File: config.mk
export PLATFORM = sky130hd
export DESIGN_NAME = vram_responder
export DESIGN_NICKNAME = d
export VERILOG_FILES = /design/src/rtl/vram_pkg.sv /design/src/rtl/vram_wq.sv /design/src/rtl/vram_responder.sv
export SDC_FILE = /design/constraint.sdc
export NUM_CORES = 1
export LEC_CHECK = 0
export BUFFER_PORTS_ARGS = -buffer_cell sky130_fd_sc_hd__clkbuf_2
export CORE_UTILIZATION = 58
export DETAILED_ROUTE_END_ITERATION = 8
export PLACE_DENSITY = 0.85
export SYNTH_ARGS = -nofsm -noshare
export SYNTH_HDL_FRONTEND = slang
export SYNTH_SLANG_ARGS = --single-unit
File: constraint.sdc
create_clock -name clk_sys -period 8.5 [get_ports clk_sys]
set_input_delay 2.55 -clock clk_sys [delete_from_list [all_inputs] [get_ports clk_sys]]
set_output_delay 2.55 -clock clk_sys [all_outputs]
set_load 0.005 [all_outputs]
File: src/rtl/vram_pkg.sv
// Shared types for the VRAM responder: write-queue entry, FSM state, and
// the plane-to-byte-lane mapping.
package vram_pkg;

  typedef struct packed {
    logic [12:0] offset;
    logic [3:0]  be;
    logic [31:0] data;
  } vram_wr_t;

  typedef enum logic [1:0] {
    IDLE = 2'd0,
    RD   = 2'd1,
    WR   = 2'd2
  } vram_state_e;

  // Plane 0 lives in [31:24], plane 3 in [7:0].
  function automatic logic [3:0] plane_to_be(input logic [1:0] plane);
    return 4'b1000 >> plane;
  endfunction

endpackage

File: src/rtl/vram_wq.sv
// CPU write queue: synchronous FIFO of vram_wr_t entries. With
// VRAM_WR_COALESCE_EN defined, a push to the tail's offset merges into it.
module vram_wq
  import vram_pkg::*;
#(
  parameter int DEPTH = 4
) (
  input  logic     clk_i,
  input  logic     rst_i,
  input  logic     push_i,
  input  vram_wr_t data_i,
  input  logic     pop_i,
`ifdef VRAM_WR_COALESCE_EN
  input  logic     head_lock_i,
`endif
  output vram_wr_t head_o,
  output logic     full_o,
  output logic     empty_o,
  output logic     drop_o
);

  localparam int AW = $clog2(DEPTH);
  localparam int CW = AW + 1;

  vram_wr_t        mem_q [DEPTH];
  logic [AW-1:0]   rd_ptr_q, wr_ptr_q, tail_ptr;
  logic [CW-1:0]   count_q;
  logic            merge, do_push, do_pop;

  assign tail_ptr = wr_ptr_q - AW'(1);
  assign full_o   = (count_q == CW'(DEPTH));
  assign empty_o  = (count_q == '0);
  assign head_o   = mem_q[rd_ptr_q];

`ifdef VRAM_WR_COALESCE_EN
  vram_wr_t merged;

  // The tail equals the head only when one entry is queued; that entry may
  // already be on the SDRAM bus, so it must not change under the request.
  assign merge = push_i && !empty_o && (mem_q[tail_ptr].offset == data_i.offset) &&
                 !(head_lock_i && count_q == CW'(1));

  always_comb begin
    merged    = mem_q[tail_ptr];
    merged.be = merged.be | data_i.be;
    for (int b = 0; b < 4; b++) begin
      if (data_i.be[b]) merged.data[b*8 +: 8] = data_i.data[b*8 +: 8];
    end
  end
`else
  assign merge = 1'b0;
`endif

  assign do_push = push_i && !merge && !full_o;
  assign do_pop  = pop_i && !empty_o;
  assign drop_o  = push_i && !merge && full_o;

  // NOTE: storage has no reset; the pointers and count alone define which
  // entries are live, so stale contents after reset are never observed.
  always_ff @(posedge clk_i) begin
    if (do_push) mem_q[wr_ptr_q] <= data_i;
`ifdef VRAM_WR_COALESCE_EN
    else if (merge) mem_q[tail_ptr] <= merged;
`endif
  end

  always_ff @(posedge clk_i or posedge rst_i) begin
    if (rst_i) begin
      rd_ptr_q <= '0;
      wr_ptr_q <= '0;
      count_q  <= '0;
    end else begin
      if (do_push) wr_ptr_q <= wr_ptr_q + AW'(1);
      if (do_pop)  rd_ptr_q <= rd_ptr_q + AW'(1);
      case ({do_push, do_pop})
        2'b10:   count_q <= count_q + CW'(1);
        2'b01:   count_q <= count_q - CW'(1);
        default: count_q <= count_q;
      endcase
    end
  end

endmodule

File: src/rtl/vram_responder.sv
// VRAM responder: video word fetches and queued CPU byte writes share one
// SDRAM req/ack port. Optional write coalescing: VRAM_WR_COALESCE_EN.
module vram_responder
  import vram_pkg::*;
#(
  parameter logic [24:0] VRAM_BASE = 25'h0010000,
  parameter int          WQ_DEPTH  = 4
) (
  input  logic        clk_sys,
  input  logic        reset,
  input  logic [15:0] addr,
  input  logic [7:0]  din,
  input  logic        we,
  output logic        cpu_wait,
  input  logic        vid_rd,
  input  logic [12:0] vid_addr,
  output logic [31:0] vid_data,
  output logic        vid_valid,
  output logic        sd_req,
  output logic        sd_we,
  output logic [24:0] sd_addr,
  output logic [3:0]  sd_be,
  output logic [31:0] sd_wdata,
  input  logic        sd_ack,
  input  logic [31:0] sd_rdata,
  output logic        rd_overrun,
  output logic        wr_lost
);

  vram_state_e state_q, state_d;
  logic        we_q;
  logic        rd_pend_q, rd_pend_d;
  logic [12:0] rd_addr_q, rd_addr_d;
  logic        rd_overrun_q, wr_lost_q;
  logic [31:0] vid_data_q, vid_data_d;
  logic        vid_valid_q, vid_valid_d;
  logic        sd_req_q, sd_req_d;
  logic        sd_we_q, sd_we_d;
  logic [12:0] sd_off_q, sd_off_d;
  logic [3:0]  sd_be_q, sd_be_d;
  logic [31:0] sd_wdata_q, sd_wdata_d;

  logic        cpu_wr, rd_want, wq_pop, wq_full, wq_empty, wq_drop;
  logic [12:0] rd_off;
  vram_wr_t    new_entry, wq_head;

  assign cpu_wr    = we && !we_q && addr[15];
  assign new_entry = '{offset: addr[12:0], be: plane_to_be(addr[14:13]), data: {4{din}}};

  // A strobe this cycle is served without waiting for rd_pend to register.
  assign rd_want = rd_pend_q || vid_rd;
  assign rd_off  = vid_rd ? vid_addr : rd_addr_q;

`ifdef VRAM_WR_COALESCE_EN
  logic head_lock;
  assign head_lock = (state_q == WR) || (state_q == IDLE && !rd_want);
`endif

  vram_wq #(.DEPTH(WQ_DEPTH)) u_wq (
    .clk_i       (clk_sys),
    .rst_i       (reset),
    .push_i      (cpu_wr),
    .data_i      (new_entry),
    .pop_i       (wq_pop),
`ifdef VRAM_WR_COALESCE_EN
    .head_lock_i (head_lock),
`endif
    .head_o      (wq_head),
    .full_o      (wq_full),
    .empty_o     (wq_empty),
    .drop_o      (wq_drop)
  );

  // NOTE: every next-state signal takes its hold value first, so no path
  // through the case statement leaves one unassigned and no latch appears.
  always_comb begin
    state_d     = state_q;
    rd_pend_d   = rd_pend_q;
    rd_addr_d   = rd_addr_q;
    vid_data_d  = vid_data_q;
    vid_valid_d = 1'b0;
    sd_req_d    = sd_req_q;
    sd_we_d     = sd_we_q;
    sd_off_d    = sd_off_q;
    sd_be_d     = sd_be_q;
    sd_wdata_d  = sd_wdata_q;
    wq_pop      = 1'b0;

    if (vid_rd) begin
      rd_pend_d = 1'b1;
      rd_addr_d = vid_addr;
    end

    case (state_q)
      IDLE: begin
        if (rd_want) begin
          sd_req_d   = 1'b1;
          sd_we_d    = 1'b0;
          sd_off_d   = rd_off;
          sd_be_d    = 4'b1111;
          sd_wdata_d = '0;
          state_d    = RD;
        end else if (!wq_empty) begin
          sd_req_d   = 1'b1;
          sd_we_d    = 1'b1;
          sd_off_d   = wq_head.offset;
          sd_be_d    = wq_head.be;
          sd_wdata_d = wq_head.data;
          state_d    = WR;
        end
      end
      RD: begin
        if (sd_ack) begin
          sd_req_d    = 1'b0;
          vid_data_d  = sd_rdata;
          vid_valid_d = 1'b1;
          if (!vid_rd) rd_pend_d = 1'b0;
          state_d     = IDLE;
        end
      end
      WR: begin
        if (sd_ack) begin
          sd_req_d = 1'b0;
          wq_pop   = 1'b1;
          state_d  = IDLE;
        end
      end
      default: state_d = IDLE;
    endcase
  end

  // NOTE: state registers use non-blocking assignments so every flop samples
  // values from before the edge, independent of statement order.
  always_ff @(posedge clk_sys or posedge reset) begin
    if (reset) begin
      state_q      <= IDLE;
      we_q         <= 1'b0;
      rd_pend_q    <= 1'b0;
      rd_addr_q    <= '0;
      rd_overrun_q <= 1'b0;
      wr_lost_q    <= 1'b0;
      vid_data_q   <= '0;
      vid_valid_q  <= 1'b0;
      sd_req_q     <= 1'b0;
      sd_we_q      <= 1'b0;
      sd_off_q     <= '0;
      sd_be_q      <= '0;
      sd_wdata_q   <= '0;
    end else begin
      state_q      <= state_d;
      we_q         <= we;
      rd_pend_q    <= rd_pend_d;
      rd_addr_q    <= rd_addr_d;
      rd_overrun_q <= rd_overrun_q | (vid_rd & rd_pend_q);
      wr_lost_q    <= wr_lost_q | wq_drop;
      vid_data_q   <= vid_data_d;
      vid_valid_q  <= vid_valid_d;
      sd_req_q     <= sd_req_d;
      sd_we_q      <= sd_we_d;
      sd_off_q     <= sd_off_d;
      sd_be_q      <= sd_be_d;
      sd_wdata_q   <= sd_wdata_d;
    end
  end

  assign cpu_wait   = wq_full;
  assign vid_data   = vid_data_q;
  assign vid_valid  = vid_valid_q;
  assign sd_req     = sd_req_q;
  assign sd_we      = sd_we_q;
  assign sd_addr    = {VRAM_BASE[24:13], sd_off_q};
  assign sd_be      = sd_be_q;
  assign sd_wdata   = sd_wdata_q;
  assign rd_overrun = rd_overrun_q;
  assign wr_lost    = wr_lost_q;

endmodule

==> flow_summary.yaml <==
min_path:
  hold_path.class: "reg -> reg"
  hp-start: "wr_lost"
  min_to: "wr_lost"
  min_path_cells: 1
final_layout:
  drive_gt1_share_pct: 41.0
  final_common_cell: "clkbuf_2"
  synthToLayoutAreaGrowth_pct: 15.3
  nets: 693
  antenna_cells: 0
  mostFrequentLayoutCells: "clkbuf_2 (160), edfxtp_1 (100), dfrtp_1 (85), mux2_2 (33), inv_1 (25)"
flow_run:
  cap_viol_max_count: 0
drt:
  drt-total-wl_mm: 14.5
  drc: 0
  drt_iter0_drc: 249
  ant_nets: 0
  vias: 4397
  wl_per_cell_um: 18.2
  dr.pass1.iters: 5
  via_per_inst: 5.54
clock_tree:
  cts_sinks: 186
  clk_path_buf_depth: 2
  cts.repair.resized: 0
  root_buffer: "clkbuf_16"
  path_clk_slew_ps: 60
  worstSkewPairLatency_ps: 430
  h-tree-depth: 4
  cts_hold_buffers: 0
  postCtsSetupRepairBufs: 0
  cts_tree: "built"
  cts_buffers: 17
synthesis:
  synthesis.area_per_instance_um2: 16.2
  yosysTopAreaCell: "edfxtp_1"
  yosys_register_bits: 186
  synthArstFlopShare_pct: 46.2
  synth_top_area_share_pct: 39.0
  ys.flop_type: "edfxtp_1"
  syn-cell-area_um2: 7690
  seq_area_frac_synth_pct: 67.0
  synthDistinctLibCells: 43
  synthCells: 476
  synth_area_leaders: "edfxtp_1 (39%), dfrtp_1 (28%), mux4_2 (5.6%)"
  synth_edf_count: 100
  yosysWarningCount: 0
critical_path:
  r2r-end: "u_wq.mem_q[3][31]"
  crit_type: "in -> reg"
  worstSetupEndpointType: "flip-flop"
  rrSetupSlack_ps: 6060
  cp-start-kind: "input pin"
  rr_startpoint: "u_wq.count_q[2]"
  r2r_cells: 3
  crit_required_ps: 8540
  arrival_ps: 4100
  crit_fanout: 25
sta:
  fin_setup_tns_ps: 0
  fin_skew_ps: 8.30
  slew_headroom_pct: 15.6
  maxSlewViolCount: 0
  finalSetupViolCount: 0
  finalCritPeriodShare_pct: 47.7
  grt_setup_unrepaired: "false"
  hold_viol: 0
  period_minus_slack_ps: 4060
  tightestPinTransition_ps: 1270
  max_freq_mhz: 246
run_status:
  status: "complete, no violations"
global_route:
  overflow: 0
  grt_usage_pct: 22.7
  antenna_found_initial: 0
  grt_max_degree: 87
  first_global_vias: 4293
  grt_pass1_wl_mm: 22.1
power:
  p_total_w: 0.00277
  cellPowerDensity_nw_per_um2: 312
  ir_drop_mv: 0.159
  power.leakage_nw: 3.74
die:
  die_h_um: 117
  die_x_um: 117
  num_io_pins: 173
  coreArea_um2: 12800
  start_util_pct: 60.2
  die-area_um2: 13700
  rows: 41
placed_design:
  place_congestion: 0.756
  portBuffers: 160
  hpwl_mm: 9.66
[critical path, stage by stage]
cell	delay [ps]
clkbuf_2	100
nand2_1	60
nor3_2	330
and2_1	1040
[kinds of logic (layout without fill, tap and decap cells)]
logic type	Yosys count	in the layout	share of synthesized area [%]
DFF	186	186	67.0
buffers and inverters	84	220	6.99
AOI/OAI and AO/OA	65	65	6.23
and+or+nand+nor	65	65	4.85
muxes	58	58	12.4
adders and majority gates	10	10	1.72
xor gates and xnor gates	6	6	0.683
other	2	12	0.0976
[layout make-up]
cell class                 count  area, µm²
sequential                   186       5160
fill                         862       3900
clock inverter                13       95.1
tap                          172        215
inverter                      26       98.8
multi-input combinational    216       2040
clock buffer                  19        453
timing repair buffer         162        816
[flip-flops by register name, indices dropped and copies added, names as in the netlist]
register and count:
rd_addr_q 13, rd_overrun 1, rd_pend_q 1, sd_be 4, sd_off_q 13, sd_req 1
sd_wdata 8, sd_we 1, state_q 2, u_wq.count_q 3, u_wq.mem_q 100, u_wq.rd_ptr_q 2
u_wq.wr_ptr_q 2, vid_data 32, vid_valid 1, we_q 1, wr_lost 1
[how the worst max path moves through the flow]
stage,from,end,slack (ps),cells after the start
after floorplan,reset,rd_addr_q[0],3730,1
after global placement,we,u_wq.mem_q[0][37],4050,4
after detailed placement,we,u_wq.mem_q[0][37],3930,4
after CTS,we,u_wq.mem_q[0][46],4370,4
after global routing,we,u_wq.mem_q[3][31],4260,4
final,we,u_wq.mem_q[3][31],4440,4
[cell usage after synthesis (2+ instances only)]
master and instances:
a221o_1 12, inv_1 26, o21ai_0 16, a22o_1 8
dfrtp_1 86, nand3b_1 13, and2_1 5, o22a_1 5
a21oi_1 3, mux2_2 33, nand2_1 17, edfxtp_1 100
buf_4 37, nor2_1 17, a31oi_1 13, buf_2 7
conb_1 2, mux4_1 6, nor2b_1 3, ha_1 9
buf_6 6, clkbuf_1 5, a21o_1 3, mux4_2 19
xnor2_1 3, xor2_1 3, clkbuf_8 3
[metal layers]
layer  track usage (%)  up-vias  part of all wire (%)
met5                 0        -                     0
met4              10.5        0                   2.1
met3              5.92       28                   7.5
met2              37.5      211                    49
met1              28.1     2165                    41
li1                  -     1993                     -
[per-stage QoR]
step / setup slack [ps] / hold WS (ps) / utilization, % / cells / cell area (µm²)
2_1_floorplan: 3730 / 451 / - / 486 / 7730
3_3_place_gp: 4050 / 448 / 65.2 / 762 / 8330
3_5_place_dp: 3930 / 463 / 65.2 / 762 / 8330
4_1_cts: 4370 / 477 / 69.5 / 794 / 8870
5_1_grt: 4260 / 490 / 69.5 / 794 / 8870
6_report: 4440 / 471 / 69.5 / 794 / 8870
[power by group]
| part | switching [W] | internal [W] |
|---|---|---|
| logic | 0.000324 | 0.000407 |
| registers | 0.000176 | 0.00114 |
| clock network | 0.000331 | 0.000390 |
Power figures use the tool's default switching activity.
